### config.mk
export PLATFORM = sky130hd
export DESIGN_NAME = serial_frame_rx
export DESIGN_NICKNAME = d
export VERILOG_FILES = /design/src/rtl/serial_frame_rx.sv
export SDC_FILE = /design/constraint.sdc
export NUM_CORES = 1
export LEC_CHECK = 0
export BUFFER_PORTS_ARGS = -buffer_cell sky130_fd_sc_hd__buf_2
export CORE_UTILIZATION = 45
export CTS_CLUSTER_DIAMETER = 200
export DETAILED_ROUTE_END_ITERATION = 8
export GPL_TIMING_DRIVEN = 0
export PLACE_DENSITY = 0.66
export SYNTH_ARGS = -nofsm -noshare
export SYNTH_HDL_FRONTEND = slang
export SYNTH_SLANG_ARGS = --single-unit
### constraint.sdc
create_clock -name clk -period 2.05 [get_ports clk]
set_clock_uncertainty 0.05 [all_clocks]
set_input_delay 0.3075 -clock clk [delete_from_list [all_inputs] [get_ports clk]]
set_output_delay 0.3075 -clock clk [all_outputs]
set_load 0.05 [all_outputs]
### src/rtl/serial_frame_rx.sv
// Framed serial receiver: start, DATA_W bits MSB-first, even parity, stop -> valid/ready word register.
// Latency: word or error pulse visible the cycle after the stop-bit strobe; bits advance only on en.
// Backpressure: a good frame arriving while valid&!ready is dropped with an overrun pulse.
module serial_frame_rx #(
  parameter int DATA_W = 8
) (
  input  logic              clk,
  input  logic              reset,
  input  logic              en,
  input  logic              in,
  input  logic              ready,
  output logic [DATA_W-1:0] out,
  output logic              valid,
  output logic              busy,
  output logic              parity_err,
  output logic              frame_err,
  output logic              overrun
);

  localparam int CNT_W = $clog2(DATA_W + 1);

  typedef enum logic [1:0] {IDLE, DATA, PARITY, STOP} state_t;

  state_t              state, state_d;
  logic [CNT_W-1:0]    cnt, cnt_d;
  logic [DATA_W-1:0]   sr, sr_d;
  logic                mismatch, mismatch_d;
  logic                good, ferr, perr;

  always_ff @(posedge clk or negedge reset) begin
    if (!reset) begin
      state    <= IDLE;
      cnt      <= '0;
      sr       <= '0;
      mismatch <= 1'b0;
    end else begin
      state    <= state_d;
      cnt      <= cnt_d;
      sr       <= sr_d;
      mismatch <= mismatch_d;
    end
  end

  always_comb begin
    state_d    = state;
    cnt_d      = cnt;
    sr_d       = sr;
    mismatch_d = mismatch;
    good       = 1'b0;
    ferr       = 1'b0;
    perr       = 1'b0;
    if (en) begin
      case (state)
        IDLE: begin
          if (!in) begin
            state_d = DATA;
            cnt_d   = '0;
            sr_d    = '0;
          end
        end
        DATA: begin
          sr_d  = {sr[DATA_W-2:0], in};
          cnt_d = cnt + CNT_W'(1);
          if (cnt == CNT_W'(DATA_W - 1)) state_d = PARITY;
        end
        PARITY: begin
          mismatch_d = (^sr) ^ in;
          state_d    = STOP;
        end
        STOP: begin
          state_d = IDLE;
          // Stop-bit error outranks parity, which outranks overrun.
          if (!in)           ferr = 1'b1;
          else if (mismatch) perr = 1'b1;
          else               good = 1'b1;
        end
        default: state_d = IDLE;
      endcase
    end
  end

  assign busy = (state != IDLE);

  always_ff @(posedge clk or negedge reset) begin
    if (!reset) begin
      out        <= '0;
      valid      <= 1'b0;
      parity_err <= 1'b0;
      frame_err  <= 1'b0;
      overrun    <= 1'b0;
    end else begin
      parity_err <= perr;
      frame_err  <= ferr;
      overrun    <= good && valid && !ready;
      if (good && (!valid || ready)) begin
        out   <= sr;
        valid <= 1'b1;
      end else if (valid && ready) begin
        valid <= 1'b0;
      end
    end
  end

endmodule

==> qor_table.md <==
| Result | This run | Unit |
|:---|:---|:---|
| Clock network fraction of total power | 11.5 | % |
| Final sum of negative setup slack | 0 | ns |
| Overall via count from detail_route | 768 | - |
| R2r worst-path depth | 5 | - |
| Actual slew at the worst max-slew pin | 0.577 | ns |
| Final critical path time including I/O delays and setup | 1.81 | ns |
| Worst min-delay path startpoint | in | - |
| Hold-critical path endpoint | frame_err$_DFF_PN0_ | - |
| First DRT Iteration DRCs | 18 | - |
| Worst VDD drop | 0.827 | mV |
| Hold Violations, Final | 0 | - |
| Switching share of total power | 42.5 | % |
| Number of top-level design ports | 18 | - |
| Die extent in y | 53.8 | um |
| Global-route wire length before repair | 3310 | um |
| Number of search-and-repair iterations in the first detailed-routing pass | 4 | - |
| Critical path launch point type | flop | - |
| Final non-filler cell total | 146 | - |
| Status | complete, no violations | - |
| Reg-to-Reg Start | state[0]$_DFFE_PN0P_ | - |
| WL final | 1930 | um |
| Count of hold buffers inserted by post-cts repair | 1 | - |
| Count of placed standard cells including taps | 141 | - |
| Total standard cell area after synthesis | 1210 | um^2 |
| Effective utilization at floorplan | 48.3 | % |
| Layout cells sized above 1 | 30.2 | % |
| Switching component of the power | 877 | uW |
| Number of synthesis warnings | 0 | - |
| Cell family with the largest share of critical-path delay | flip-flops | - |
| Clk slew on worst S/H paths | 0.15 | ns |
| Global-route usage over all layers | 16.1 | % |
| Number of buffer and inverter instances along the worst setup path | 3 | - |
| H-tree level count | 1 | - |
| Hold crit path type | in2reg | - |
| Maximum fanout count along the critical path | 4 | - |
| Slew headroom | 61.5 | % |
| Ratio of total power to cell area | 1510 | nW/um^2 |
| Data required, critical path | 1.69 | ns |
| Detailed-route wire length per cell | 13.2 | um |
| RSZ-0062 raised after global routing | false | - |
| Leakage power of the design | 0.707 | nW |
| Core Footprint | 2500 | um^2 |
| Part of the total power dissipated in sequential elements | 40.9 | % |
| Number of cells on the worst hold path | 2 | - |
| Number of placement rows | 18 | - |
| Average size of a mapped cell | 12.8 | um^2 |
| Leading post-synthesis cells by cell area | dfrtp_1 56%, mux2_2 9.3%, a22o_1 8.0% | - |
| Delay contributed by the slowest stage of the critical path | 0.43 | ns |
| Chain of cells forming the critical path | inv_1, ha_1, inv_1, buf_2 | - |
| Tcrit/Tclk final | 88.4 | % |
| Post-Synthesis Net Count | 104 | - |
| Cell mode on critical path | inv_1 | - |
| Cell area after placement | 1330 | um^2 |
| Final-stage net count | 127 | - |
| GRT overflow | 0 | - |
| Routed via count divided by cell count | 5.26 | - |
| Critical Path End Type | primary output | - |
| Root Buffer Master | clkbuf_4 | - |
| Combinational cell fraction of total power | 47.5 | % |
| Worst setup path category | reg2out | - |
| PnR worst setup slack | 0.239 | ns |
| Yosys top cell area share | 56.0 | % |
| Count of unique library cells instantiated by Yosys | 25 | - |
| Most common library cell in the layout ignoring fill and taps | dfrtp_1 | - |
| Initial antenna violation count | 0 | - |
| Number of cells produced by synthesis | 94 | - |
| Worst setup timing slack at the placement stage | 0.375 | ns |
| Worst path slowest cell | dfrtp_1 | - |
| Total DRC errors in the routed layout | 0 | - |
| HPWL Detailed | 1350 | um |
| Final number of setup-violating endpoints | 0 | - |
| Antenna diode count | 0 | - |
| Count of instances resized after the clock tree is built | 0 | - |
| Clock latency on the worst-skew pair | 0.33 | ns |
| Critical path data arrival time | 1.45 | ns |
| Area grow syn2layout | 13.5 | % |
| Die Wd | 53.8 | um |
| Worst reg2reg setup slack | 0.34 | ns |
| Input/output buffers | 17 | - |
| Overall power | 2.06 | mW |
| Sequential fraction of the synthesis area | 56.0 | % |
| Number of clock sinks | 27 | - |
| Int Pwr | 1.19 | mW |
| Largest area contributor in the synthesized netlist | dfrtp_1 | - |
| Leading cell types in the layout, fill and taps excluded | 27 x dfrtp_1, 19 x buf_2, 11 x a22o_1 | - |
| Vias in the first global route | 732 | - |
| Largest net degree at the start of global routing | 28 | - |
| DRT antenna net count | 0 | - |
| Top achievable clock speed | 552 | MHz |
| Floorplan die area | 2890 | um^2 |
| Max-cap violations | 0 | - |
| Clk buf depth | 2 | - |
| Area of all placed cells without fillers | 1370 | um^2 |
| Count of buffers added by post-CTS timing repair for setup | 0 | - |
| Count of pins over their slew limit | 0 | - |
| RR Endpoint | state[1]$_DFFE_PN0P_ | - |
| GPL Wtd Cong | 0.736 | - |
| TritonCTS Buffers | 3 | - |
| Clock tree from TritonCTS | built | - |
| Yosys reg bits | 27 | - |
## sequential cells by signal (all words and copies together), names as in the netlist
signal	flops
mismatch	1
valid	1
parity_err	1
state	2
frame_err	1
overrun	1
sr	8
out	8
cnt	4
## how the worst max path moves through the flow
stage | startpoint | to | slack (ns) | cells past startpoint
after floorplan | state[0]$_DFFE_PN0P_ | state[0]$_DFFE_PN0P_ | 0.47 | 5
after global placement | state[0]$_DFFE_PN0P_ | cnt[1]$_DFFE_PN0P_ | 0.39 | 6
after detailed placement | state[0]$_DFFE_PN0P_ | state[1]$_DFFE_PN0P_ | 0.38 | 5
after CTS | state[0]$_DFFE_PN0P_ | busy | 0.23 | 4
after global routing | state[0]$_DFFE_PN0P_ | busy | 0.16 | 4
final | state[0]$_DFFE_PN0P_ | busy | 0.24 | 4
## layer usage
layer	vias up	part of all wire (%)	global-route usage [%]
met3	4	4.5	2.54
met5	-	0	0
li1	376	-	-
met1	366	51	22.2
met4	0	1.6	7.89
met2	22	43	24.5
## per-stage QoR
step | hold slack (ns) | util, %
2_1_floorplan | -0.0381 | -
3_3_place_gp | 0.295 | 53.2
3_5_place_dp | 0.295 | 53.2
4_1_cts | 0.150 | 54.8
5_1_grt | 0.147 | 54.8
6_report | 0.155 | 54.8
## synthesized netlist by cell type
cell type / n
dfrtp_1: 27
a22o_1: 11
mux2_2: 10
inv_1: 6
ha_1: 5
nand2_1: 5
xnor2_1: 4
o21ai_0: 3
buf_2: 2
nand3_1: 2
nor2_1: 2
nor2b_1: 2
o21ai_1: 2
xor2_1: 2
a21boi_2: 1
a31oi_1: 1
and2_1: 1
and3_1: 1
and4_1: 1
buf_4: 1
nand2b_1: 1
nand4b_1: 1
o21bai_1: 1
o32a_1: 1
xnor3_1: 1
## power by group through the flow
stage	Clock, mW	Combinational (mW)	Sequential, mW
2_1_floorplan	0	0.584	1.04
4_1_cts	0.248	0.990	0.845
6_report	0.238	0.981	0.845
3_3_place_gp	0	0.966	0.848
5_1_grt	0.266	1.08	0.874
3_5_place_dp	0	0.983	0.858
## logic make-up (layout without fill, tap and decap cells)
group | after synthesis | after routing | synth area share, %
multiplexers | 10 | 10 | 9.33
adder cells (fa/ha/maj) | 5 | 5 | 5.18
flip-flops | 27 | 27 | 56.0
AND/OR/NAND/NOR | 16 | 16 | 7.05
AO/OA/AOI/OAI | 20 | 20 | 13.0
buffers and inverters | 9 | 31 | 3.32
XOR/XNOR | 7 | 7 | 6.22
## cell type report
| cell class | instances | area, um^2 |
|---|---|---|
| Clock inverter | 1 | 7.51 |
| Buffer | 3 | 17.5 |
| Tap cell | 30 | 37.5 |
| Fill cell | 206 | 1130 |
| Sequential cell | 27 | 676 |
| Clock buffer | 3 | 22.5 |
| Timing Repair Buffer | 18 | 95.1 |
| Inverter | 6 | 22.5 |
| Multi-Input combinational cell | 58 | 492 |
Note: power is estimated with default switching activity, not from simulation.
